**config.mk**
```make
export PLATFORM = sky130hd
export DESIGN_NAME = key_note_ctrl
export DESIGN_NICKNAME = d
export VERILOG_FILES = /design/src/rtl/key_note_ctrl.sv
export SDC_FILE = /design/constraint.sdc
export NUM_CORES = 1
export LEC_CHECK = 0
export BUFFER_PORTS_ARGS = -buffer_cell sky130_fd_sc_hd__buf_4
export CAP_MARGIN = 40
export CORE_MARGIN = 5
export CORE_UTILIZATION = 50
export DETAILED_ROUTE_END_ITERATION = 12
export PLACE_DENSITY = 0.77
export SYNTH_ARGS = -nofsm -noshare
export SYNTH_HDL_FRONTEND = slang
export SYNTH_SLANG_ARGS = --single-unit
export TNS_END_PERCENT = 5
```
**constraint.sdc**
```tcl
create_clock -name clk -period 3 [get_ports clk]
set_clock_uncertainty 0.05 [all_clocks]
set_input_delay 0.3 -clock clk [delete_from_list [all_inputs] [get_ports clk]]
set_output_delay 0.3 -clock clk [all_outputs]
set_load 0.1 [all_outputs]
```
**src/rtl/key_note_ctrl.sv**
```systemverilog
// Scan-code sequencer for the keyboard piano: parses make/break/extended PS/2 bytes
// and keeps a last-pressed-priority stack of held note keys feeding the note lookup.
module key_note_ctrl #(
    parameter int DEPTH = 4
) (
    input  logic       clk,
    input  logic       clrn,
    input  logic [7:0] data,
    input  logic       ready,
    output logic [7:0] keycode,
    output logic       note_on,
    output logic       note_change,
    output logic [3:0] held_cnt,
    output logic       overflow
);

    typedef enum logic [1:0] {IDLE, BRK, EXT, EXT_BRK} state_t;

    state_t     state_reg;
    logic [7:0] slot_reg  [DEPTH];
    logic [7:0] slot_next [DEPTH];
    logic [3:0] cnt_next;
    logic [7:0] keycode_next;

    logic             is_note;
    logic             do_press;
    logic             do_release;
    logic             present;
    logic             full;
    logic             press_shift;
    logic             rel_shift;
    logic [DEPTH-1:0] hit;
    logic [DEPTH-1:0] below_hit;

    always_comb begin
        is_note = 1'b0;
        case (data)
            8'h16, 8'h1E, 8'h26, 8'h25,
            8'h2E, 8'h36, 8'h3D, 8'h3E: is_note = 1'b1;
            default:                    is_note = 1'b0;
        endcase
    end

    assign do_press    = ready && (state_reg == IDLE) && is_note;
    assign do_release  = ready && (state_reg == BRK) && is_note;
    assign present     = |hit;
    assign full        = (held_cnt == 4'(DEPTH));
    assign press_shift = do_press && !present;
    assign rel_shift   = do_release && present;

    // below_hit marks the matching slot and everything older, i.e. the slots that move up on release
    genvar gi;
    generate
        for (gi = 0; gi < DEPTH; gi++) begin : g_slot
            assign hit[gi] = (4'(gi) < held_cnt) && (slot_reg[gi] == data);

            if (gi == 0) begin : g_first
                assign below_hit[gi] = hit[gi];
            end else begin : g_rest
                assign below_hit[gi] = below_hit[gi-1] | hit[gi];
            end

            if (gi == 0) begin : g_top
                assign slot_next[gi] = press_shift ? data :
                                       (rel_shift && below_hit[gi]) ? slot_reg[gi+1] :
                                       slot_reg[gi];
            end else if (gi == DEPTH - 1) begin : g_bottom
                assign slot_next[gi] = press_shift ? slot_reg[gi-1] :
                                       (rel_shift && below_hit[gi]) ? 8'h00 :
                                       slot_reg[gi];
            end else begin : g_mid
                assign slot_next[gi] = press_shift ? slot_reg[gi-1] :
                                       (rel_shift && below_hit[gi]) ? slot_reg[gi+1] :
                                       slot_reg[gi];
            end
        end
    endgenerate

    always_comb begin
        cnt_next = held_cnt;
        if (press_shift && !full)
            cnt_next = held_cnt + 4'd1;
        else if (rel_shift)
            cnt_next = held_cnt - 4'd1;
    end

    assign keycode_next = (cnt_next != 4'd0) ? slot_next[0] : 8'h00;

    always_ff @(posedge clk or negedge clrn) begin
        if (!clrn) begin
            state_reg   <= IDLE;
            for (int i = 0; i < DEPTH; i++)
                slot_reg[i] <= 8'h00;
            held_cnt    <= 4'd0;
            keycode     <= 8'h00;
            note_on     <= 1'b0;
            note_change <= 1'b0;
            overflow    <= 1'b0;
        end else begin
            if (ready) begin
                case (state_reg)
                    IDLE:    state_reg <= (data == 8'hF0) ? BRK :
                                          (data == 8'hE0) ? EXT : IDLE;
                    EXT:     state_reg <= (data == 8'hF0) ? EXT_BRK : IDLE;
                    default: state_reg <= IDLE;
                endcase
            end
            for (int i = 0; i < DEPTH; i++)
                slot_reg[i] <= slot_next[i];
            held_cnt    <= cnt_next;
            keycode     <= keycode_next;
            note_on     <= (cnt_next != 4'd0);
            note_change <= (keycode_next != keycode);
            overflow    <= press_shift && full;
        end
    end

endmodule
```
==> tab_implementation.tex, run 1 <==
\begin{tabular}{lr}
\hline
Metric & Value \\
\hline
\multicolumn{2}{l}{\textbf{Synthesis}} \\
\quad Share of synthesized area spent on multiplexers & 7.433\% \\
\quad Mapped Cells & just over 300 \\
\quad Count of synthesis-stage warnings from yosys & 0 \\
\quad Yosys top cell area share & approximately two fifths \\
\quad Proportion of register bits with asynchronous set or reset after synthesis & 100.0\% \\
\quad Xor and xnor area share after synthesis & a little over a tenth \\
\quad Primary FF master, synth & sky130\_fd\_sc\_hd\_\_dfrtp\_1 \\
\quad Share of synthesized area occupied by flip-flops and latches & 40.25\% \\
\quad Combinational family with the most area after synthesis & simple AND/OR/NAND/NOR gates \\
\quad Area fraction in and, or, nand and nor cells after synthesis & about a fifth \\
\quad Distinct cell type count of the synthesized netlist & 62 \\
\quad Count of flip-flops with a built-in enable after synthesis & 0 \\
\quad Net count after synthesis & 320 \\
\quad Largest area contributor in the netlist & sky130\_fd\_sc\_hd\_\_dfrtp\_1 \\
\quad Adder-cell share of the synthesized area & 1.643\% \\
\quad Synthesized area & approximately 3000 um\^{}2 \\
\quad Register bit total from synthesis & a little under 50 \\
\quad Synthesized-area fraction occupied by ao, oa, aoi and oai cells & $\sim$14\% \\
\quad Most area-consuming cells after synthesis & sky130\_fd\_sc\_hd\_\_dfrtp\_1 40\%, sky130\_fd\_sc\_hd\_\_xnor2\_1 6.6\%, sky130\_fd\_sc\_hd\_\_mux2i\_1 5.6\%, sky130\_fd\_sc\_hd\_\_nand2\_1 4.3\%, sky130\_fd\_sc\_hd\_\_xor2\_1 4.0\% \\
\quad Synth Area per Inst & around 10 um\^{}2 \\
\multicolumn{2}{l}{\textbf{Flow run}} \\
\quad Number of violations of the max-capacitance limit & 0 \\
\multicolumn{2}{l}{\textbf{Worst setup path}} \\
\quad Capture point of the worst reg-to-reg path & note\_change\$\_DFF\_PN0\_ \\
\quad Biggest cell delay along the critical path & 520 ps \\
\quad Worst r2r path cells & 12 \\
\quad Cells along the critical path & inv\_2 > ha\_2 > a21oi\_1 > and3\_4 > a41oi\_4 > nand3\_2 > mux2i\_1 > nor4b\_4 > and2\_1 > inv\_4 > a221oi\_1 > nand4b\_1 \\
\quad Worst-path cell with the longest stage delay & sky130\_fd\_sc\_hd\_\_dfrtp\_4 \\
\quad Kind of cell with the highest combined delay on the critical path & simple AND/OR/NAND/NOR gates \\
\quad Maximum fanout along the worst path & 8 \\
\quad Setup Crit Path Kind & reg2reg \\
\quad Number of buffers and inverters on the critical path & 2 \\
\quad Critical Path Sink Type & register \\
\quad Kind of start point of the critical path & register \\
\quad Data required time of the critical path & about 3200 ps \\
\quad Setup slack on the worst flop-to-flop path & approximately 110 ps \\
\quad Worst flop-to-flop path startpoint & held\_cnt[0]\$\_DFF\_PN0\_ \\
\quad Arrival time at the worst endpoint & 3080 ps \\
\quad Critical path depth in cells & 12 \\
\multicolumn{2}{l}{\textbf{Final layout}} \\
\quad Post-route design area & between 3000 and 4000 um\^{}2 \\
\quad Share of layout cells above drive strength 1 & roughly 27\% \\
\quad Antenna fix cells & 0 \\
\quad Flip-flop count of the largest register, all copies and words added & 32 \\
\quad Growth of design area from synthesis to finish & 17.49\% \\
\quad Net total in the final layout & $\sim$360 \\
\quad Share of the core filled with cells in the final layout & 60.46\% \\
\multicolumn{2}{l}{\textbf{Clock tree}} \\
\quad Number of clock buffers inserted by TritonCTS & 5 \\
\quad TritonCTS clock tree & built \\
\quad Latest clock arrival within the worst-skew pair & roughly 300 ps \\
\quad Clock edge transition at the registers on the reported setup and hold paths & 80 ps \\
\quad CTS sink cnt & 49 \\
\quad Max clock buf depth & 2 \\
\quad Library cell used as clock root buffer & sky130\_fd\_sc\_hd\_\_clkbuf\_8 \\
\quad Deepest level of the CTS H-tree & 2 \\
\multicolumn{2}{l}{\textbf{Min path}} \\
\quad End point of the worst hold path & state\_reg[0]\$\_DFFE\_PN0P\_ \\
\quad Classification of the worst-slack hold path & in2reg \\
\quad Count of cells along the worst hold path & 2 \\
\quad Hold wc startpoint & ready \\
\multicolumn{2}{l}{\textbf{Power}} \\
\quad LEAKAGE & between 0.0015 and 0.002 uW \\
\quad Proportion of power drawn by the clock network & 18.3\% \\
\quad Pwr/cell area & 733.7 nW/um\^{}2 \\
\quad Int Pwr & between 1000 and 1500 uW \\
\quad Switching share of total power & between 40\% and 50\% \\
\quad Peak supply drop & between 500 and 600 uV \\
\quad Switch Pwr & 1189 uW \\
\quad Logic pwr share & roughly 47\% \\
\quad Sequential Power Share & between 30\% and 40\% \\
\multicolumn{2}{l}{\textbf{Placed design}} \\
\quad Count of port buffers added during placement & 25 \\
\quad Cell Area, Placed & around 3300 um\^{}2 \\
\quad Final weighted congestion in routability-driven placement & roughly 0.91 \\
\quad HPWL after detailed placement & approximately 5500 um \\
\multicolumn{2}{l}{\textbf{Global route}} \\
\quad Antenna violations before repair & 0 \\
\quad GRT Resource Usage Total & about a fifth \\
\quad First-pass GRT wire length & 12450 um \\
\quad Number of global-route vias before repair & around 2500 \\
\quad Residual overflow from global routing & 0 \\
\quad Maximum number of pins on one net before global-route repair & 50 \\
\multicolumn{2}{l}{\textbf{Timing}} \\
\quad Final Max Tran Viols & 0 \\
\quad Final period utilization & a little under 100\% \\
\quad Fmax & between 0.3 and 0.4 GHz \\
\quad Transition time at the pin with the least slew margin & between 800 and 900 ps \\
\quad Headroom to the max-slew limit & about 44\% \\
\quad Number of setup violations in the final report & 0 \\
\quad Final hold violations & 0 \\
\quad Final Critical Period & about 2900 ps \\
\quad Final worst hold slack & around 150 ps \\
\multicolumn{2}{l}{\textbf{Floorplan}} \\
\quad Area of the die & 7755 um\^{}2 \\
\quad Die X-Extent & between 80 and 90 um \\
\quad Die height & 88.06 um \\
\quad Number of top-level pins & 26 \\
\quad Starting utilization of the core area & between 50\% and 60\% \\
\quad Standard-cell rows & 28 \\
\quad Placeable core area & slightly below 6000 um\^{}2 \\
\multicolumn{2}{l}{\textbf{Run status}} \\
\quad Outcome & finished, final reports clean \\
\multicolumn{2}{l}{\textbf{Routing}} \\
\quad DR iter-0 viols & 200 \\
\quad Wire length after detailed routing & approximately 7800 um \\
\quad DR pass1 iterations & 4 \\
\quad Average routed wire per standard cell & about 18 um \\
\quad Residual antenna-violating net count after detailed routing & 0 \\
\quad Total number of vias & $\sim$2500 \\
\quad Average vias per placed instance & between 5 and 6 \\
\quad Number of design rule violations left after detail routing & 0 \\
\hline
\end{tabular}
worst max path at each step:
stage | end | from
after floorplan | note_change$_DFF_PN0_ | held_cnt[0]$_DFF_PN0_
after global placement | note_change$_DFF_PN0_ | held_cnt[0]$_DFF_PN0_
after detailed placement | note_change$_DFF_PN0_ | held_cnt[0]$_DFF_PN0_
after CTS | note_change$_DFF_PN0_ | held_cnt[0]$_DFF_PN0_
after global routing | note_change$_DFF_PN0_ | slot_reg[5]$_DFFE_PN0P_
final | note_change$_DFF_PN0_ | held_cnt[0]$_DFF_PN0_
placed cells by master, fill, tap and decap left out, types with 8 or more instances in the layout:
master	count
sky130_fd_sc_hd__a22oi_1	8
sky130_fd_sc_hd__nor2_1	17
sky130_fd_sc_hd__a22o_1	8
sky130_fd_sc_hd__buf_4	49
sky130_fd_sc_hd__mux2i_1	16
sky130_fd_sc_hd__nor3_1	9
sky130_fd_sc_hd__xor2_1	14
sky130_fd_sc_hd__nand2_1	35
sky130_fd_sc_hd__xnor2_1	22
sky130_fd_sc_hd__dfrtp_1	45
sky130_fd_sc_hd__o21ai_0	13
power by group through the flow:
stage | Sequential, uW | Combinational, uW | Clock [uW]
after floorplan | 1310 | 461 | 0
after global placement | 913 | 1150 | 0
after detailed placement | 915 | 1170 | 0
after CTS | 903 | 1170 | 491
after global routing | 924 | 1300 | 521
final | 911 | 1230 | 481
layout make-up:
type	count	area (um^2)
Fill cell	485	2341
Multi-Input combinational cell	231	1712
Sequential cell	49	1236
Timing Repair Buffer	50	377.9
Tap cell	75	93.84
Clock buffer	7	86.33
Inverter	10	43.79
Clock inverter	1	30.03
cells in the mapped netlist (2+ instances only):
library cell	instances
sky130_fd_sc_hd__ha_1	4
sky130_fd_sc_hd__nand4_1	5
sky130_fd_sc_hd__dfrtp_1	49
sky130_fd_sc_hd__clkbuf_1	3
sky130_fd_sc_hd__nor2_1	18
sky130_fd_sc_hd__a22oi_1	8
sky130_fd_sc_hd__nand3_2	2
sky130_fd_sc_hd__nor2b_1	3
sky130_fd_sc_hd__nand2_1	35
sky130_fd_sc_hd__a21oi_1	5
sky130_fd_sc_hd__or2_2	7
sky130_fd_sc_hd__o211ai_1	3
sky130_fd_sc_hd__nor3_1	9
sky130_fd_sc_hd__mux2_2	4
sky130_fd_sc_hd__nor4_1	5
sky130_fd_sc_hd__nand3b_1	2
sky130_fd_sc_hd__xnor2_1	23
sky130_fd_sc_hd__nand2b_1	2
sky130_fd_sc_hd__xor2_1	14
sky130_fd_sc_hd__inv_1	8
sky130_fd_sc_hd__mux2i_1	17
sky130_fd_sc_hd__and3_1	3
sky130_fd_sc_hd__a22o_1	8
sky130_fd_sc_hd__buf_4	3
sky130_fd_sc_hd__buf_6	8
sky130_fd_sc_hd__nand3_1	6
sky130_fd_sc_hd__o21ai_0	14
sky130_fd_sc_hd__and2_1	3
per-stage QoR:
stage / TNS (ps) / instances / power (uW) / setup slack, ps
2_1_floorplan: 0 / 305 / 1773 / 9.575
4_1_cts: 0 / 415 / 2568 / 26.82
5_1_grt: -21.80 / 423 / 2742 / -17.59
6_report: 0 / 423 / 2626 / 107.0
3_3_place_gp: 0 / 406 / 2065 / 94.27
3_5_place_dp: 0 / 406 / 2082 / 46.21
layer usage:
metal | GRT usage, % | part of all wire (%)
met1 | 27.34 | 42
met2 | 34.86 | 50
met5 | 0 | 0
met3 | 3.481 | 6.3
met4 | 7.143 | 1.8
cell families after synthesis:
logic type               after synthesis
AND/OR/NAND/NOR                      112
multiplexers                          22
adder cells (fa/ha/maj)                4
XOR/XNOR                              37
flip-flops                            49
AO/OA/AOI/OAI                         56
buffers and inverters                 25
repair_timing:
item                       in CTS  in global routing
resized for setup               0                 14
setup endpoints to repair       0                  2
hold endpoints to repair       49                  0
setup buffers                   0                  8
hold buffers                    1                  0
(Power assumes the default switching activity.)
==> run 2: changes to the inputs <==
--- a/config.mk
+++ b/config.mk
@@ -9,6 +9,7 @@
 export CAP_MARGIN = 40
 export CORE_MARGIN = 5
 export CORE_UTILIZATION = 50
+export CTS_BUF_LIST = sky130_fd_sc_hd__clkbuf_2 sky130_fd_sc_hd__clkbuf_4 sky130_fd_sc_hd__clkbuf_8
 export DETAILED_ROUTE_END_ITERATION = 12
 export PLACE_DENSITY = 0.77
 export SYNTH_ARGS = -nofsm -noshare
==> run 2 against run 1 <==
Fmax decreased by 0.82%; register-to-register slack got worse by 20 ps; final area increased by 0.11%; utilization increased by 0.063 points; total power increased by 0.51%; hold slack got worse by 3.3 ps; first-iteration DRC count decreased by 14%; worst setup slack got worse by 24 ps; critical path depth unchanged; combinational power about the same; non-clock buffer count unchanged; highest routed layer unchanged; global-route usage about the same.
==> tab_implementation.tex, run 2 (synthesis results as in run 1) <==
\begin{tabular}{lr}
\hline
Metric & Value \\
\hline
\multicolumn{2}{l}{\textbf{Run status}} \\
\quad Outcome & finished, final reports clean \\
\multicolumn{2}{l}{\textbf{Clock tree}} \\
\quad TritonCTS clock tree & built \\
\quad Number of clock buffers inserted by TritonCTS & 5 \\
\quad Clock edge transition at the registers on the reported setup and hold paths & roughly 90 ps \\
\quad Max clock buf depth & 2 \\
\quad Library cell used as clock root buffer & sky130\_fd\_sc\_hd\_\_clkbuf\_8 \\
\quad CTS sink cnt & 49 \\
\quad Latest clock arrival within the worst-skew pair & 300 ps \\
\quad Deepest level of the CTS H-tree & 2 \\
\multicolumn{2}{l}{\textbf{Floorplan}} \\
\quad Die height & slightly below 90 um \\
\quad Starting utilization of the core area & approximately half \\
\quad Die X-Extent & 88.06 um \\
\quad Standard-cell rows & 28 \\
\quad Area of the die & 7755 um\^{}2 \\
\quad Placeable core area & between 5000 and 6000 um\^{}2 \\
\quad Number of top-level pins & 26 \\
\multicolumn{2}{l}{\textbf{Worst setup path}} \\
\quad Critical Path Sink Type & register \\
\quad Data required time of the critical path & around 3100 ps \\
\quad Kind of start point of the critical path & register \\
\quad Maximum fanout along the worst path & 8 \\
\quad Setup Crit Path Kind & reg2reg \\
\quad Worst r2r path cells & 12 \\
\quad Arrival time at the worst endpoint & approximately 3000 ps \\
\multicolumn{2}{l}{\textbf{Global route}} \\
\quad Maximum number of pins on one net before global-route repair & 50 \\
\quad First-pass GRT wire length & between 10000 and 15000 um \\
\quad Residual overflow from global routing & 0 \\
\quad GRT Resource Usage Total & 20.76\% \\
\quad Number of global-route vias before repair & $\sim$2500 \\
\quad Antenna violations before repair & 0 \\
\multicolumn{2}{l}{\textbf{Timing}} \\
\quad Final worst hold slack & between 150 and 200 ps \\
\quad Headroom to the max-slew limit & around half \\
\quad Final Critical Period & around 3000 ps \\
\quad Final hold violations & 0 \\
\quad Fmax & 0.3428 GHz \\
\quad Post-route setup slack & approximately 83 ps \\
\quad Sum of negative setup slack & 0 ps \\
\quad Transition time at the pin with the least slew margin & 760.4 ps \\
\quad Number of setup violations in the final report & 0 \\
\quad Final period utilization & a little over nine tenths \\
\quad Final Max Tran Viols & 0 \\
\multicolumn{2}{l}{\textbf{Final layout}} \\
\quad Final standard cell count with taps included and fillers excluded & around 420 \\
\quad Net total in the final layout & $\sim$360 \\
\quad Share of the core filled with cells in the final layout & around three fifths \\
\quad Share of layout cells above drive strength 1 & 27.59\% \\
\quad Growth of design area from synthesis to finish & 17.62\% \\
\quad Most frequent cells in the layout & 49 x sky130\_fd\_sc\_hd\_\_buf\_4, 45 x sky130\_fd\_sc\_hd\_\_dfrtp\_1, 35 x sky130\_fd\_sc\_hd\_\_nand2\_1, 22 x sky130\_fd\_sc\_hd\_\_xnor2\_1, 17 x sky130\_fd\_sc\_hd\_\_nor2\_1 \\
\quad Fill count & 481 \\
\quad Flip-flop count of the largest register, all copies and words added & 32 \\
\quad Antenna fix cells & 0 \\
\quad Most common cell after layout, fill and taps aside & sky130\_fd\_sc\_hd\_\_buf\_4 \\
\multicolumn{2}{l}{\textbf{Power}} \\
\quad Logic pwr share & about 47\% \\
\quad Proportion of power drawn by the clock network & a little under a fifth \\
\quad Int Pwr & 1446 uW \\
\quad Pwr/cell area & approximately 740 nW/um\^{}2 \\
\quad LEAKAGE & 0.001679 uW \\
\quad Peak supply drop & between 500 and 600 uV \\
\quad Sequential Power Share & 34.5\% \\
\quad Switch Pwr & 1193 uW \\
\quad Switching share of total power & 45.20\% \\
\multicolumn{2}{l}{\textbf{Routing}} \\
\quad Total number of vias & 2533 \\
\quad DR pass1 iterations & 5 \\
\quad Average routed wire per standard cell & approximately 18 um \\
\quad Residual antenna-violating net count after detailed routing & 0 \\
\quad DR iter-0 viols & approximately 170 \\
\quad Wire length after detailed routing & 7799 um \\
\quad Number of design rule violations left after detail routing & 0 \\
\quad Average vias per placed instance & 5.988 \\
\multicolumn{2}{l}{\textbf{Placed design}} \\
\quad HPWL after detailed placement & between 5000 and 6000 um \\
\quad Count of port buffers added during placement & 25 \\
\quad Pre-CTS setup slack & $\sim$46 ps \\
\quad Placed cell count & slightly above 400 \\
\quad Final weighted congestion in routability-driven placement & 0.9135 \\
\multicolumn{2}{l}{\textbf{Flow run}} \\
\quad Number of violations of the max-capacitance limit & 0 \\
\multicolumn{2}{l}{\textbf{Min path}} \\
\quad Count of cells along the worst hold path & 2 \\
\quad Classification of the worst-slack hold path & in2reg \\
\hline
\end{tabular}
run 2: cell counts in the layout (fill, tap and decap cells not counted):
Identical to the previous run, type by type.
run 2: area by class of cell:
class,count,area (um^2),area share [%]
inverter,10,43.79,1.222
tap,75,93.84,2.619
clock inverter,1,30.03,0.8380
sequential,49,1236,34.50
timing repair buffer,50,377.9,10.54
clock buffer,7,90.09,2.514
multi-input combinational,231,1712,47.77
run 2: timing repair:
item,CTS,global route
hold endpoints to repair,49,0
resized for setup,0,14
hold buffers,1,0
endpoints found under the setup margin,0,2
buffers inserted,0,8
run 2: layer usage:
| layer | GRT usage [%] | up-vias | share of wire (%) |
|---|---|---|---|
| met3 | 3.481 | 13 | 5.5 |
| met1 | 27.34 | 1267 | 43 |
| li1 | - | 1170 | - |
| met5 | 0 | - | 0 |
| met4 | 7.280 | 0 | 1.4 |
| met2 | 34.66 | 83 | 51 |
run 2: worst max-delay path, stage by stage, from the launching register on:
cell and delay, ps:
sky130_fd_sc_hd__dfrtp_1 440, sky130_fd_sc_hd__xnor2_1 180, sky130_fd_sc_hd__nand3_1 110, sky130_fd_sc_hd__nor4_1 400
sky130_fd_sc_hd__nor2_1 100, sky130_fd_sc_hd__buf_4 190, sky130_fd_sc_hd__a2111o_1 450, sky130_fd_sc_hd__o311ai_4 110
sky130_fd_sc_hd__nor4b_4 90, sky130_fd_sc_hd__and2_1 210, sky130_fd_sc_hd__buf_4 170, sky130_fd_sc_hd__a21oi_1 170
sky130_fd_sc_hd__nand4b_1 120
run 2: power groups by stage:
stage	registers, uW	clock network, uW	logic, uW
finish	911	493	1240
global route	924	531	1300
CTS	902	501	1170
detailed placement	915	0	1170
global placement	913	0	1150
floorplan	1310	0	461
run 2: through the flow:
stage,total power (uW),cell area (um^2)
2_1_floorplan,1773,3057
3_3_place_gp,2065,3331
3_5_place_dp,2082,3331
4_1_cts,2577,3461
5_1_grt,2754,3583
6_report,2640,3583
run 2: final timing paths:
path / start / end / slack, ps
hold reg to reg: slot_reg[2]$_DFFE_PN0P_ / slot_reg[2]$_DFFE_PN0P_ / 510
setup reg to reg: slot_reg[5]$_DFFE_PN0P_ / note_change$_DFF_PN0_ / 80
setup / recovery: slot_reg[5]$_DFFE_PN0P_ / note_change$_DFF_PN0_ / 80
max in group asynchronous: clrn / held_cnt[0]$_DFF_PN0_ / 1910
min in group asynchronous: clrn / slot_reg[2]$_DFFE_PN0P_ / 500
hold / removal: ready / state_reg[0]$_DFFE_PN0P_ / 150
